--- config.mk ---
export PLATFORM = sky130hd
export DESIGN_NAME = rock_motor_driver
export DESIGN_NICKNAME = d
export VERILOG_FILES = /design/src/rtl/rock_motor_driver.sv
export SDC_FILE = /design/constraint.sdc
export NUM_CORES = 1
export LEC_CHECK = 0
export BUFFER_PORTS_ARGS = -buffer_cell sky130_fd_sc_hd__buf_2
export CORE_ASPECT_RATIO = 1.25
export CORE_UTILIZATION = 45
export CTS_BUF_LIST = sky130_fd_sc_hd__clkbuf_8 sky130_fd_sc_hd__clkbuf_16
export DETAILED_ROUTE_END_ITERATION = 8
export GPL_ROUTABILITY_DRIVEN = 0
export PLACE_DENSITY = 0.63
export REMOVE_ABC_BUFFERS = 1
export SLEW_MARGIN = 20
export SYNTH_ARGS = -nofsm -noshare
export SYNTH_HDL_FRONTEND = slang
export SYNTH_SLANG_ARGS = --single-unit
export TNS_END_PERCENT = 5
--- constraint.sdc ---
create_clock -name clk -period 4.4 [get_ports clk]
set_input_delay 0.66 -clock clk [delete_from_list [all_inputs] [get_ports clk]]
set_output_delay 0.66 -clock clk [all_outputs]
set_load 0.05 [all_outputs]
--- src/rtl/rock_motor_driver.sv ---
`default_nettype none
// +----------------------------------------------------------------------------+
// | rock_motor_driver: swings a motor FWD/REV with PWM amplitude, brakes on stop |
// | Rev 1.0                                                                      |
// +----------------------------------------------------------------------------+
module rock_motor_driver #(
   parameter int unsigned TICK_DIV    = 50000,
   parameter int unsigned BRAKE_TICKS = 8
) (
   input  logic       clk,
   input  logic       reset,
   input  logic [3:0] A,
   input  logic [3:0] F,
   output logic       pwm,
   output logic       dir,
   output logic       brake,
   output logic       half_done
);

   localparam logic [15:0] TICK_LAST  = 16'(TICK_DIV - 1);
   localparam logic [4:0]  BRAKE_LOAD = 5'(BRAKE_TICKS);
   localparam logic [3:0]  PWM_LAST   = 4'd14;

   typedef enum logic [1:0] {
      IDLE  = 2'd0,
      FWD   = 2'd1,
      REV   = 2'd2,
      BRAKE = 2'd3
   } state_t;

   state_t      state, state_n;
   logic [15:0] tick_cnt, tick_cnt_n;
   logic [4:0]  half_cnt, half_cnt_n;
   logic [4:0]  brake_cnt, brake_cnt_n;
   logic [3:0]  pwm_cnt, pwm_cnt_n;
   logic [3:0]  a_l, a_l_n;
   logic [3:0]  f_l, f_l_n;
   logic        pwm_n, dir_n, brake_n, half_done_n;
   logic        tick;
   logic        af_ok;

   assign tick  = (tick_cnt == TICK_LAST);
   assign af_ok = (A != 4'd0) && (F != 4'd0);

   always_ff @(posedge clk) begin
      if (reset) begin
         state     <= IDLE;
         tick_cnt  <= 16'd0;
         half_cnt  <= 5'd0;
         brake_cnt <= 5'd0;
         pwm_cnt   <= 4'd0;
         a_l       <= 4'd0;
         f_l       <= 4'd0;
         pwm       <= 1'b0;
         dir       <= 1'b0;
         brake     <= 1'b0;
         half_done <= 1'b0;
      end else begin
         state     <= state_n;
         tick_cnt  <= tick_cnt_n;
         half_cnt  <= half_cnt_n;
         brake_cnt <= brake_cnt_n;
         pwm_cnt   <= pwm_cnt_n;
         a_l       <= a_l_n;
         f_l       <= f_l_n;
         pwm       <= pwm_n;
         dir       <= dir_n;
         brake     <= brake_n;
         half_done <= half_done_n;
      end
   end

   always_comb begin
      state_n     = state;
      tick_cnt_n  = tick ? 16'd0 : tick_cnt + 16'd1;
      half_cnt_n  = half_cnt;
      brake_cnt_n = brake_cnt;
      pwm_cnt_n   = pwm_cnt;
      a_l_n       = a_l;
      f_l_n       = f_l;
      half_done_n = 1'b0;

      case (state)
         IDLE: begin
            tick_cnt_n = 16'd0;
            pwm_cnt_n  = 4'd0;
            if (af_ok) begin
               state_n    = FWD;
               a_l_n      = A;
               f_l_n      = F;
               half_cnt_n = 5'd17 - {1'b0, F};
            end
         end
         FWD, REV: begin
            pwm_cnt_n = (pwm_cnt == PWM_LAST) ? 4'd0 : pwm_cnt + 4'd1;
            if (tick) begin
               if (half_cnt == 5'd1) begin
                  // Swing boundary: the only point where A/F are sampled mid-run
                  half_done_n = 1'b1;
                  if (af_ok) begin
                     state_n    = (state == FWD) ? REV : FWD;
                     a_l_n      = A;
                     f_l_n      = F;
                     half_cnt_n = 5'd17 - {1'b0, F};
                  end else begin
                     state_n     = BRAKE;
                     brake_cnt_n = BRAKE_LOAD;
                     pwm_cnt_n   = 4'd0;
                  end
               end else begin
                  half_cnt_n = half_cnt - 5'd1;
               end
            end
         end
         BRAKE: begin
            pwm_cnt_n = 4'd0;
            if (tick) begin
               if (brake_cnt == 5'd1) begin
                  state_n = IDLE;
               end else begin
                  brake_cnt_n = brake_cnt - 5'd1;
               end
            end
         end
         default: state_n = IDLE;
      endcase
   end

   // Outputs are decoded from next-state values so they line up with the new state
   always_comb begin
      pwm_n   = ((state_n == FWD) || (state_n == REV)) && (pwm_cnt_n < a_l_n);
      brake_n = (state_n == BRAKE);
      case (state_n)
         FWD:     dir_n = 1'b1;
         REV:     dir_n = 1'b0;
         BRAKE:   dir_n = dir;
         default: dir_n = 1'b0;
      endcase
   end

endmodule
`default_nettype wire

=== Word-level counts from Yosys, hierarchy flattened ===
Index checks and enable logic that the tools add are counted.

* Bits of input ports: 10
* Logic and storage cells: 76
* Output and inout port bits: 4
* Bits in latches: 0
* Register bits: 40
* Memory bits (writable): 0
* Memories kept: 0
* ROM bits: 0

* Multiply operators: 0
* Bitwise logic cells: 2
* Reductions and logical operators: 14
* Shifts and indexed selects: 0
* $lt $le $gt $ge: 1
* Muxes and demuxes: 29
* Add/subtract/negate cells: 5
* Div/mod/pow operators: 0
* Eq/ne operators: 15

{| class="wikitable"
|+ Operators with widths
! kind !! number
|-
| $mux 5 || 8
|-
| $mux 4 || 7
|-
| $pmux 5 s2 || 2
|-
| $add 16x1->16 const B || 1
|-
| $eq 16x16->1 const B || 1
|-
| $pmux 4 s2 || 2
|-
| $mux 2 || 7
|-
| $eq 5x1->1 const B || 2
|-
| $ne 2x2->1 const B || 5
|-
| $sub 5x1->5 const B || 2
|-
| $eq 2x2->1 const B || 4
|-
| $reduce_bool 4->1 || 2
|-
| $pmux 2 s3 || 1
|-
| $reduce_and 6->1 || 1
|-
| $reduce_or 3->1 || 2
|-
| $sub 5x4->5 const A || 1
|-
| $add 4x1->4 const B || 1
|-
| $eq 2x1->1 const B || 2
|-
| $eq 4x4->1 const B || 1
|-
| $lt 4x4->1 || 1
|-
| $reduce_bool 2->1 || 2
|-
| $reduce_or 2->1 || 2
|-
| $logic_and 1x1->1 || 2
|-
| $logic_not 2->1 || 1
|-
| other kinds (5) || 6
|}

=== Longest topological paths before layout ===
* Depth in word-level cells: 9
* Depth in mapped cells: 14
* Depth with buffers taken out: 13

=== Least setup slack after synthesis ===
Ideal clock, no wire load.

* Kind: input to register
* Start point: input A[0]
* End point: register pwm
* Buffers on the path: 0
* Path slack: 1.813 ns
* Setup time: 0.120 ns
* Data required time: 4.280 ns
* Arrival time: 2.466 ns
* Stages on the path: 11
* Cell sequence: nor4_2 > nor2_1 > nand2_1 > nor3_1 > or3_1 > ha_1 > o21ai_0 > nand3_1 > nand2_1 > o31ai_1 > nor2_1

* Cells in the longest elaborated chain, start to end: 9
* Elaborated cells on any way between the ends: 20

{| class="wikitable"
|+ Ends and longest elaborated chain
! element !! line !! RTL
|-
| from (decl) || 12 || <nowiki>input logic [3:0] A,</nowiki>
|-
| branches (longest 8 deep; another with $lt 4x4->1) || -- ||
|-
| $logic_and 1x1->1 (*) || 131 || <nowiki>pwm_n = ((state_n == FWD) || (state_n == REV)) && (pwm_cnt_n < a_l_n);</nowiki>
|-
| to (signal assigned) || 66 || <nowiki>pwm <= pwm_n;</nowiki>
|-
| to (decl) || 14 || <nowiki>output logic pwm,</nowiki>
|}

Every way passes the cells marked *.
A chain may end at the register's enable or synchronous reset.

=== Worst setup path after layout ===
* Start point: register state[0]
* End point: register pwm

* Cells in the longest elaborated chain, start to end: 9
* Elaborated cells on any way between the ends: 21

{| class="wikitable"
|+ Ends and longest elaborated chain
! element !! line !! RTL
|-
| from (decl) || 31 || <nowiki>state_t state, state_n;</nowiki>
|-
| from (signal assigned) || 59 || <nowiki>state <= state_n;</nowiki>
|-
| $eq 2x1->1 || 83, 101 ||
|-
| $mux 2 || 101 || <nowiki>state_n = (state == FWD) ? REV : FWD;</nowiki>
|-
| $mux 2 || 100 || <nowiki>if (af_ok) begin</nowiki>
|-
| $mux 2 || 97 || <nowiki>if (half_cnt == 5'd1) begin</nowiki>
|-
| $mux 2 || 96 || <nowiki>if (tick) begin</nowiki>
|-
| $pmux 2 s3 || 83 || <nowiki>case (state)</nowiki>
|-
| $eq 2x1->1 / $eq 2x2->1 (equally long branches) || 131 ||
|-
| $logic_or 1x1->1 || 131 ||
|-
| $logic_and 1x1->1 (*) || 131 ||
|}

Every way passes the cells marked *; elsewhere a longest branch is shown, timed or not.

==> flow_metrics.py <==
metrics = {
    "detailed_routing": {
        "post_drt_wl_per_cell_um": 14.3,
        "final_antenna_net_count": 0,
        "vias_per_cell": 5.77,
        "wirelength_um": 4970,
        "drtIter0Drc": 97,
        "drc": 0,
        "vias": 2003,
        "drt_pass1_iterations": 4,
    },
    "global_routing": {
        "grt_pass1_vias": 1847,
        "grt_pass1_wl_um": 8360,
        "grt_max_degree": 25,
        "grtUsageTotal_pct": 18.8,
        "antenna_found_initial": 0,
        "grt_overflow": 0,
    },
    "worst_setup_path": {
        "worst_setup_path_start_kind": "register",
        "rr_startpoint": "state[0]",
        "crit_type": "reg2reg",
        "required_ns": 4.58,
        "crit_fanout": 15,
        "critPathCaptureType": "register",
        "cpPeakStageDelay_ns": 0.69,
        "crit_path_frequent_cell": "ha_1",
        "cpMaxStageDelayCell": "ha_1",
        "reg2reg_depth": 12,
        "arrival_ns": 3.14,
        "startpoint": "state[0]",
        "critical_path.cell_chain": "inv_1 > ha_1 > and2_1 > a21o_2 > a211oi_1 > or3_1 > ha_1 > o21ai_0 > nand3_1 > nand2_1 > o31ai_1 > nor2_1",
    },
    "clocking": {
        "cts_sinks": 40,
        "cts.repair.resized": 0,
        "root_buffer": "clkbuf_8",
        "cts_tree": "yes",
        "insertion_delay_ns": 0.29,
        "cts_setup_buffers": 0,
        "clk_pin_slew_worst_paths_ns": 0.08,
        "htreeDepth": 2,
        "cts_buffers": 5,
        "cts_hold_buffers": 0,
        "clk_path_buf_depth": 2,
    },
    "cells_and_area": {
        "antennaDiodeCount": 0,
        "num-nets-final": 310,
        "final_cell_count_no_fill": 347,
        "area_growth_pct": 7.78,
        "final_area_mm2": 0.00262,
        "drive_gt1_share_pct": 14.4,
        "finalCoreUtilization_pct": 50.8,
    },
    "timing": {
        "final.period_utilization_pct": 67.3,
        "setup_viol": 0,
        "hold_viol": 0,
        "finalWorstPathRequiredPeriod_ns": 2.96,
        "maxSlewHeadroom_pct": 58.4,
        "tightest_slew_ns": 0.625,
        "clock_skew_ns": 0.00827,
        "timing.fmax_mhz": 338,
        "tns_ns": 0,
        "slew_violations": 0,
        "setup_ws_ns": 1.44,
        "rsz0062_at_grt": "false",
        "whs_ns": 0.460,
    },
    "yosys": {
        "syn-cell-area_mm2": 0.00243,
        "syn-instance-count": 273,
        "ys_warn_count": 0,
        "synth_cell_types": 57,
        "seq_area_frac_synth_pct": 33.0,
        "ys_async_sr_fraction_pct": 0,
        "ys_seq_elements": 40,
        "synth-edff-count": 0,
        "synth_ff_type": "dfxtp_1",
        "syn_avg_cell_area_um2": 8.90,
    },
    "die": {
        "start_util_pct": 47.2,
        "die_h_um": 84.2,
        "fp.coreArea_mm2": 0.00515,
        "die_x_um": 67.7,
        "die-area_mm2": 0.00570,
        "boundaryPins": 14,
        "rows": 29,
    },
    "flow_run": {
        "max_cap_violations": 0,
    },
    "place": {
        "dpl_cell_area_mm2": 0.00253,
        "dp.cells": 339,
        "port_buffers": 13,
        "pre_cts_ws_ns": 1.44,
        "dp.final_hpwl_um": 3650,
    },
    "power": {
        "p_total_mw": 0.799,
        "peakVddDrop_v": 0.000265,
        "power_density_mw_per_mm2": 305,
        "p_leak_nw": 0.989,
    },
    "hold_path": {
        "whs_path_depth": 1,
        "hold_class": "reg2reg",
        "min_from": "tick_cnt[0]",
    },
    "status": {
        "outcome": "finished, final reports clean",
    },
}
-- cell usage in the layout (no fill, tap or decap), types with 7 or more instances in the layout --
master and n:
nand3_1 11, o21ai_0 9, buf_2 13, a21oi_1 12, nor2_1 37, dfxtp_1 40
xor2_1 10, a31oi_1 9, nand2_1 13, nand4_1 7, ha_1 16, inv_1 15
-- cells by family (layout without fill, tap and decap cells) --
group           count (synthesis)  count (layout)  synth area share (%)
compound gates                 59              59                  19.0
xor+xnor                       16              16                  5.77
fa+ha+maj                      16              16                  8.24
buf+inv                        24              36                  4.22
flops                          40              40                  33.0
mux                             1               1                 0.412
simple gates                  117             117                  29.4
-- Yosys cell counts (3+ instances only) --
master    number  area share, %
nor2_1        37            5.7
and3_1         6            1.5
a21o_1         3           0.93
inv_1         15            2.3
o32ai_1        4            1.4
clkbuf_1       5           0.77
nand4_1        7            1.8
nand2b_1       6            1.5
a21oi_1       12            2.5
buf_4          3           0.93
nand3_1       11            2.3
a32oi_1        3            1.1
a211oi_1       3           0.93
o21ai_0        9            1.9
nor3_1         4           0.82
dfxtp_1       40             33
or3_1          6            1.5
nor2b_1        3           0.77
nand2_1       13            2.0
xor2_1        10            3.6
ha_1          16            8.2
a31oi_1        9            2.3
xnor2_1        6            2.2
-- sequential cells by signal, indices dropped and copies added (netlist names) --
signal,cells
tick_cnt,16
brake_cnt,5
half_cnt,5
a_l,4
pwm_cnt,4
state,2
brake,1
dir,1
half_done,1
pwm,1
-- final timing paths --
kind	end	slack (ns)
setup reg to reg	pwm	1.44
setup / recovery	pwm	1.44
hold / removal	tick_cnt[0]	0.46
hold reg to reg	tick_cnt[0]	0.46
-- final cells by class --
type                       count  area, um2
sequential                    40        801
timing repair buffer          13       65.1
inverter                      15       56.3
fill                         515       2530
clock inverter                 2       10.0
multi-input combinational    209       1530
clock buffer                   6       82.6
tap                           62       77.6
-- critical path, delay by kind of cell, from the launching register on --
| family | cells | cell delay [ns] |
|---|---|---|
| adders and majority gates | 2 | 0.96 |
| and+or+nand+nor | 5 | 0.94 |
| AOI/OAI and AO/OA | 4 | 0.52 |
| DFF | 1 | 0.36 |
| buffers and inverters | 1 | 0.08 |
-- routing by layer --
| metal | up-vias | global-route usage (%) | wire length [um] |
|---|---|---|---|
| met2 | 27 | 32.0 | 2480 |
| met5 | - | 0 | 0 |
| met1 | 947 | 22.9 | 2300 |
| li1 | 1022 | - | - |
| met3 | 7 | 3.40 | 109 |
| met4 | 0 | 6.38 | 82 |
-- power by group --
part	internal [mW]	total (mW)	switching [mW]
Sequential	0.378	0.394	0.0156
Combinational	0.0590	0.152	0.0931
Clock	0.125	0.254	0.129
Power figures use the tool's default switching activity.
